<file path="src/rtl/mmu_pkg.sv">
// Shared types and constants for the data-side MMU translation stage.
// Holds exception codes, cache attribute encodings, segment bases, the
// translation FSM state type and the micro-TLB entry payload.
package mmu_pkg;

  localparam int unsigned VA_W   = 32;
  localparam int unsigned VPN_W  = 20;
  localparam int unsigned PFN_W  = 20;
  localparam int unsigned ASID_W = 8;
  localparam int unsigned CCA_W  = 3;
  localparam int unsigned EXC_W  = 5;
  localparam int unsigned SEG_W  = 3;

  localparam logic [EXC_W-1:0] EXC_MOD  = 5'd1;
  localparam logic [EXC_W-1:0] EXC_TLBL = 5'd2;
  localparam logic [EXC_W-1:0] EXC_TLBS = 5'd3;
  localparam logic [EXC_W-1:0] EXC_ADEL = 5'd4;
  localparam logic [EXC_W-1:0] EXC_ADES = 5'd5;

  localparam logic [CCA_W-1:0] CCA_UNCACHED = 3'd2;

  // Top three vaddr bits selecting the unmapped kernel segments.
  localparam logic [SEG_W-1:0] SEG_KSEG0 = 3'b100;
  localparam logic [SEG_W-1:0] SEG_KSEG1 = 3'b101;

  typedef enum logic [1:0] {
    IDLE   = 2'd0,
    LOOKUP = 2'd1,
    RESP   = 2'd2
  } state_t;

  typedef struct packed {
    logic              valid;
    logic [VPN_W-1:0]  vpn;
    logic [ASID_W-1:0] asid;
    logic              g;
    logic [PFN_W-1:0]  pfn;
    logic              d;
    logic [CCA_W-1:0]  c;
  } utlb_entry_t;

endpackage

</file>
<file path="src/rtl/utlb_array.sv">
// Micro-TLB: small fully associative array of recent translations.
// Ports: clk/rst; flush clears all entries and the replacement pointer;
// lookup_vpn/lookup_asid drive a combinational match (hit_*_c);
// install writes install_entry at the round-robin pointer.
module utlb_array
  import mmu_pkg::*;
#(
  parameter int unsigned ENTRIES = 4
) (
  input  logic              clk,
  input  logic              rst,
  input  logic              flush,
  input  logic [VPN_W-1:0]  lookup_vpn,
  input  logic [ASID_W-1:0] lookup_asid,
  output logic              hit_c,
  output logic [PFN_W-1:0]  hit_pfn_c,
  output logic              hit_d_c,
  output logic [CCA_W-1:0]  hit_cca_c,
  input  logic              install,
  input  utlb_entry_t       install_entry
);

  localparam int unsigned PTR_W = $clog2(ENTRIES);

  utlb_entry_t      entries [ENTRIES];
  logic [PTR_W-1:0] ptr;

  // Flush has priority over a same-cycle install; pointer wraps naturally
  // because ENTRIES is a power of two.
  always_ff @(posedge clk) begin
    if (rst) begin
      for (int i = 0; i < int'(ENTRIES); i++) entries[i] <= '0;
      ptr <= '0;
    end else if (flush) begin
      for (int i = 0; i < int'(ENTRIES); i++) entries[i].valid <= 1'b0;
      ptr <= '0;
    end else if (install) begin
      entries[ptr] <= install_entry;
      ptr          <= ptr + PTR_W'(1);
    end
  end

  // Associative match; scanning downwards makes the lowest index win.
  always_comb begin
    hit_c     = 1'b0;
    hit_pfn_c = '0;
    hit_d_c   = 1'b0;
    hit_cca_c = '0;
    for (int i = int'(ENTRIES) - 1; i >= 0; i--) begin
      if (entries[i].valid && (entries[i].vpn == lookup_vpn) &&
          (entries[i].g || (entries[i].asid == lookup_asid))) begin
        hit_c     = 1'b1;
        hit_pfn_c = entries[i].pfn;
        hit_d_c   = entries[i].d;
        hit_cca_c = entries[i].c;
      end
    end
  end

endmodule

</file>
<file path="src/rtl/dmmu_xlate.sv">
// Data-side address translation stage between the memory stage and dcache.
// Ports: req_* handshake carries vaddr/store with user_mode, asid, k0_cca
// sampled at accept; rsp_* handshake returns paddr, CCA and exception info;
// tlb_vaddr/tlb_* form a one-cycle lookup against the joint TLB;
// tlb_flush invalidates the micro-TLB after a TLB write.
module dmmu_xlate
  import mmu_pkg::*;
#(
  parameter int unsigned UTLB_ENTRIES = 4
) (
  input  logic              clk,
  input  logic              rst,
  input  logic              req_valid,
  output logic              req_ready,
  input  logic [VA_W-1:0]   req_vaddr,
  input  logic              req_store,
  input  logic              user_mode,
  input  logic [ASID_W-1:0] asid,
  input  logic [CCA_W-1:0]  k0_cca,
  output logic              rsp_valid,
  input  logic              rsp_ready,
  output logic [VA_W-1:0]   rsp_paddr,
  output logic [CCA_W-1:0]  rsp_cache,
  output logic              rsp_exc,
  output logic [EXC_W-1:0]  rsp_exccode,
  output logic              rsp_refill,
  output logic [VA_W-1:0]   rsp_badvaddr,
  output logic [VA_W-1:0]   tlb_vaddr,
  input  logic              tlb_hit,
  input  logic [VA_W-1:0]   tlb_paddr,
  input  logic              tlb_v,
  input  logic              tlb_d,
  input  logic [CCA_W-1:0]  tlb_c,
  input  logic              tlb_flush
);

  state_t            state;
  logic              store_q;
  logic [ASID_W-1:0] asid_q;

  logic              flush;
  logic              install;
  utlb_entry_t       install_entry;
  logic              utlb_hit;
  logic [PFN_W-1:0]  utlb_pfn;
  logic              utlb_d;
  logic [CCA_W-1:0]  utlb_cca;

  // Any ASID change makes cached translations stale.
  assign flush   = tlb_flush | (asid != asid_q);
  // Only valid translations are cached; Mod results still install with D=0.
  assign install = (state == LOOKUP) & tlb_hit & tlb_v;

  // tlb_vaddr holds the latched request address during LOOKUP.
  always_comb begin
    install_entry       = '0;
    install_entry.valid = 1'b1;
    install_entry.vpn   = tlb_vaddr[VA_W-1:VA_W-VPN_W];
    install_entry.asid  = asid;
    install_entry.g     = 1'b0;
    install_entry.pfn   = tlb_paddr[VA_W-1:VA_W-PFN_W];
    install_entry.d     = tlb_d;
    install_entry.c     = tlb_c;
  end

  utlb_array #(
    .ENTRIES(UTLB_ENTRIES)
  ) u_utlb (
    .clk          (clk),
    .rst          (rst),
    .flush        (flush),
    .lookup_vpn   (req_vaddr[VA_W-1:VA_W-VPN_W]),
    .lookup_asid  (asid),
    .hit_c        (utlb_hit),
    .hit_pfn_c    (utlb_pfn),
    .hit_d_c      (utlb_d),
    .hit_cca_c    (utlb_cca),
    .install      (install),
    .install_entry(install_entry)
  );

  // Translation FSM with registered handshake and response outputs.
  always_ff @(posedge clk) begin
    if (rst) begin
      state        <= IDLE;
      req_ready    <= 1'b1;
      rsp_valid    <= 1'b0;
      rsp_paddr    <= '0;
      rsp_cache    <= '0;
      rsp_exc      <= 1'b0;
      rsp_exccode  <= '0;
      rsp_refill   <= 1'b0;
      rsp_badvaddr <= '0;
      tlb_vaddr    <= '0;
      store_q      <= 1'b0;
      asid_q       <= '0;
    end else begin
      asid_q <= asid;
      case (state)
        IDLE: begin
          if (req_valid) begin
            store_q      <= req_store;
            rsp_badvaddr <= req_vaddr;
            rsp_exc      <= 1'b0;
            rsp_exccode  <= '0;
            rsp_refill   <= 1'b0;
            rsp_paddr    <= '0;
            rsp_cache    <= '0;
            req_ready    <= 1'b0;
            if (user_mode && req_vaddr[VA_W-1]) begin
              rsp_exc     <= 1'b1;
              rsp_exccode <= req_store ? EXC_ADES : EXC_ADEL;
              rsp_valid   <= 1'b1;
              state       <= RESP;
            end else if (req_vaddr[VA_W-1:VA_W-SEG_W] == SEG_KSEG0) begin
              rsp_paddr <= {SEG_W'(0), req_vaddr[VA_W-SEG_W-1:0]};
              rsp_cache <= k0_cca;
              rsp_valid <= 1'b1;
              state     <= RESP;
            end else if (req_vaddr[VA_W-1:VA_W-SEG_W] == SEG_KSEG1) begin
              rsp_paddr <= {SEG_W'(0), req_vaddr[VA_W-SEG_W-1:0]};
              rsp_cache <= CCA_UNCACHED;
              rsp_valid <= 1'b1;
              state     <= RESP;
            end else if (utlb_hit) begin
              rsp_paddr <= {utlb_pfn, req_vaddr[VA_W-PFN_W-1:0]};
              rsp_cache <= utlb_cca;
              if (req_store && !utlb_d) begin
                rsp_exc     <= 1'b1;
                rsp_exccode <= EXC_MOD;
              end
              rsp_valid <= 1'b1;
              state     <= RESP;
            end else begin
              tlb_vaddr <= req_vaddr;
              state     <= LOOKUP;
            end
          end
        end
        LOOKUP: begin
          rsp_paddr <= tlb_paddr;
          rsp_cache <= tlb_c;
          if (!tlb_hit) begin
            rsp_exc     <= 1'b1;
            rsp_exccode <= store_q ? EXC_TLBS : EXC_TLBL;
            rsp_refill  <= 1'b1;
          end else if (!tlb_v) begin
            rsp_exc     <= 1'b1;
            rsp_exccode <= store_q ? EXC_TLBS : EXC_TLBL;
          end else if (store_q && !tlb_d) begin
            rsp_exc     <= 1'b1;
            rsp_exccode <= EXC_MOD;
          end
          rsp_valid <= 1'b1;
          state     <= RESP;
        end
        RESP: begin
          if (rsp_ready) begin
            rsp_valid <= 1'b0;
            req_ready <= 1'b1;
            state     <= IDLE;
          end
        end
        default: begin
          rsp_valid <= 1'b0;
          req_ready <= 1'b1;
          state     <= IDLE;
        end
      endcase
    end
  end

endmodule
</file>
<file path="config.mk">
export PLATFORM = sky130hd
export DESIGN_NAME = dmmu_xlate
export DESIGN_NICKNAME = d
export VERILOG_FILES = /design/src/rtl/mmu_pkg.sv /design/src/rtl/utlb_array.sv /design/src/rtl/dmmu_xlate.sv
export SDC_FILE = /design/constraint.sdc
export NUM_CORES = 1
export LEC_CHECK = 0
export BUFFER_PORTS_ARGS = -buffer_cell sky130_fd_sc_hd__buf_2
export CAP_MARGIN = 20
export CORE_ASPECT_RATIO = 0.8
export CORE_MARGIN = 2
export CORE_UTILIZATION = 45
export CTS_BUF_LIST = sky130_fd_sc_hd__clkbuf_8 sky130_fd_sc_hd__clkbuf_16
export DETAILED_ROUTE_END_ITERATION = 8
export PLACE_DENSITY = 0.75
export SYNTH_ARGS = -nofsm -noshare
export SYNTH_HDL_FRONTEND = slang
export SYNTH_SLANG_ARGS = --single-unit
</file>
<file path="constraint.sdc">
create_clock -name clk -period 8.16 [get_ports clk]
set_input_delay 0 -clock clk [delete_from_list [all_inputs] [get_ports clk]]
set_output_delay 0 -clock clk [all_outputs]
set_load 0.02 [all_outputs]
</file>
==> metrics.md <==
| Metric | Value |
|---|---|
| Fin worst setup slack | `4.298 ns` |
| Setup-failing EPs final | `0` |
| Sequential power share | `0.484` |
| CTS tree | `yes` |
| Post-layout util | `0.5550` |
| Initial Util | `0.4561` |
| Area occupied by multi-input gates | `6077 um^2` |
| IO Pins | `196` |
| Rows | `60` |
| Final period util | `0.4732` |
| Final Hold Vio Count | `0` |
| RSZ-0062 raised after global routing | `no` |
| Avg Synthesized Cell Area | `10.55 um^2` |
| Clock latency at the later pin of the worst-skew pair | `0.54 ns` |
| Cell Pwr Density | `209.1 nW/um^2` |
| Root Buffer | `clkbuf_16` |
| Leak | `7.321 nW` |
| Area of the core | `33630 um^2` |
| IO buf count | `193` |
| Final min period | `3.862 ns` |
| Rel. slew slack | `0.3586` |
| Die width | `210.4 um` |
| Pins Over Slew Limit | `0` |
| Via Count | `12600` |
| Synth Register Bits | `331` |
| Clk slew on worst S/H paths | `0.06 ns` |
| GP Congestion | `0.9013` |
| Number of synthesis warnings | `0` |
| Layout Nets | `1773` |
| Post-cts sizing count | `0` |
| CP required | `8.64 ns` |
| Number of synthesized flops with an enable pin | `208` |
| Design area | `18670 um^2` |
| Share of cells above drive strength 1 | `0.1711` |
| Total CTS buffers | `34` |
| Drt pass-1 iters | `8` |
| Vias in the first global route | `12380` |
| Global route overflow | `0` |
| Die Ht | `169.1 um` |
| Syn Std Cell Area | `15340 um^2` |
| Htree depth | `2` |
| Fill cells | `2813` |
| Worst VDD drop | `0.1334 mV` |
| Vias/cell | `5.882` |
| DP Wirelength | `30970 um` |
| Clock Power Share | `0.411` |
| Initial DRC count | `1447` |
| FFs w/ async S/R, synth | `0` |
| Die area | `35590 um^2` |
| Sequential cell area | `8708 um^2` |
| Max-cap viol count | `0` |
| Placed cell area | `16510 um^2` |
| Crit start category | `flop` |
| Synth top area share | `0.4072` |
| Commonest non-fill, non-tap cell in the layout | `and2_1` |
| Sw Share | `0.2561` |
| Routed Antenna Nets | `0` |
| Area grow syn2layout | `21.68%` |
| Status | `finished, final reports clean` |
| Area contributors post-synth | `edfxtp_1, dfxtp_1, and2_1, xnor2_1, a21oi_1` |
| Largest net degree at the start of global routing | `89` |
| Clk_skew | `0.01758 ns` |
| Longest Clk Path Bufs | `3` |
| P_sw | `0.9995 mW` |
| Global-route wire length before repair | `74060 um` |
| Drt drc | `0` |
| Logic gate share of total power | `0.105` |
| Synth Flop Type | `edfxtp_1` |
| Post-synthesis sequential area ratio | `0.5677` |
| Dpl ws | `4.927 ns` |
| Worst Path Arrival | `4.34 ns` |
| CP Max Fanout | `36` |
| FMAX | `0.2590 GHz` |
| Count of cell types in the netlist | `54` |
| Clk sinks | `331` |
| Internal Pwr Total | `2.904 mW` |
| Antenna violations before repair | `1` |
| Least-Margin Pin Slew | `0.9621 ns` |
| Hold Crit Class | `primary input to flop` |
| GRT Util Overall | `0.2745` |
| Cell type with the largest total area after synthesis | `edfxtp_1` |
| Most frequent cells in the layout | `and2_1, edfxtp_1, buf_2` |
| Wirelength per Cell | `22.89 um` |
| Fin Setup TNS | `0 ns` |
| CP endpoint kind | `flop` |
| Crit Path Category | `flop to flop` |
| Final WL | `49030 um` |
| Mapped Cells | `1454` |
critical path, cell delays in order, from the launching register on:
cell	delay, ns
edfxtp_1	0.42
xnor2_1	0.26
nand4_1	0.13
or4_1	0.55
or2_0	0.31
and4_1	0.24
buf_4	0.28
a211oi_2	0.81
o2bb2ai_1	0.21
dlygate4sd3_1	0.58
power by group through the flow:
stage,clock (mW),combinational (mW),sequential (mW)
finish,1.60,0.410,1.89
global placement,0,0.360,1.92
detailed placement,0,0.365,1.92
global route,1.68,0.435,1.90
CTS,1.61,0.402,1.89
floorplan,0,0.186,1.95
metrics by stage:
stage | cells | total power, mW | hold WS, ns
finish | 2142 | 3.903 | 0.03535
global placement | 1982 | 2.282 | 0.2531
global route | 2142 | 4.010 | 0.02089
detailed placement | 1982 | 2.290 | 0.2581
floorplan | 1455 | 2.133 | 0.1169
CTS | 2139 | 3.905 | 0.01699
cells in the mapped netlist, types with 8 or more instances:
| library cell | number |
|---|---|
| and2_1 | 210 |
| edfxtp_1 | 208 |
| nand2_1 | 155 |
| a21oi_1 | 127 |
| dfxtp_1 | 123 |
| clkbuf_1 | 94 |
| xnor2_1 | 88 |
| nand4_1 | 68 |
| nor2_1 | 58 |
| and3_1 | 35 |
| xor2_1 | 33 |
| o31ai_1 | 31 |
| o211ai_1 | 24 |
| a31o_1 | 23 |
| o21ai_0 | 21 |
| buf_2 | 16 |
| nor4_1 | 16 |
| nand3_1 | 14 |
| o2bb2ai_1 | 12 |
| nor2b_1 | 9 |
| nor3_1 | 8 |
routing by layer:
metal | track usage | vias to the layer above | share of wire
met5 | 0 | - | 0
met3 | 0.06181 | 117 | 0.12
met1 | 0.3688 | 6070 | 0.39
met4 | 0.1007 | 0 | 0.033
li1 | - | 5596 | -
met2 | 0.4382 | 816 | 0.46
sequential cells by signal, indices dropped and copies added (netlist names):
signal / flops
rsp_exc: 1
state: 2
rsp_refill: 1
asid_q: 8
rsp_paddr: 32
store_q: 1
u_utlb.ptr: 2
tlb_vaddr: 32
rsp_cache: 3
rsp_exccode: 3
u_utlb.entries: 212
req_ready: 1
rsp_badvaddr: 32
rsp_valid: 1
cell families (layout without fill, tap and decap cells):
kind of cell             count (synthesis)  count (layout)  share of synthesized area
flip-flops                             331             331                     0.5677
other                                    1               3                  0.0002445
AND/OR/NAND/NOR                        603             603                     0.2135
buffers and inverters                  133             385                    0.03801
AO/OA/AOI/OAI                          260             260                     0.1071
XOR/XNOR                               122             122                    0.07015
adder cells (fa/ha/maj)                  4               4                   0.003263
worst paths after layout:
check | from | endpoint | slack, ns | depth (start not counted)
setup / recovery | u_utlb.entries[3][42]$_SDFFCE_PN0P_ | rsp_paddr[3]$_SDFFE_PP0P_ | 4.30 | 9
hold / removal | k0_cca[1] | rsp_cache[1]$_SDFFE_PP0P_ | 0.04 | 4
setup reg to reg | u_utlb.entries[3][42]$_SDFFCE_PN0P_ | rsp_paddr[3]$_SDFFE_PP0P_ | 4.30 | 9
hold reg to reg | rsp_badvaddr[26]$_SDFFE_PP0P_ | rsp_badvaddr[26]$_SDFFE_PP0P_ | 0.45 | 2
cell type report:
type / instances / share of cell area
antenna: 1 / 0.0001341
multi-input combinational: 991 / 0.3256
tap: 434 / 0.02909
inverter: 8 / 0.001609
sequential: 331 / 0.4666
clock inverter: 22 / 0.009385
timing repair buffer: 315 / 0.1158
clock buffer: 40 / 0.05182
repair_timing:
| action | 4_1_cts | 5_1_grt |
|---|---|---|
| hold buffers | 95 | 0 |
| setup buffers | 0 | 0 |
| hold endpoints to repair | 240 | 0 |
Power figures use the tool's default switching activity.
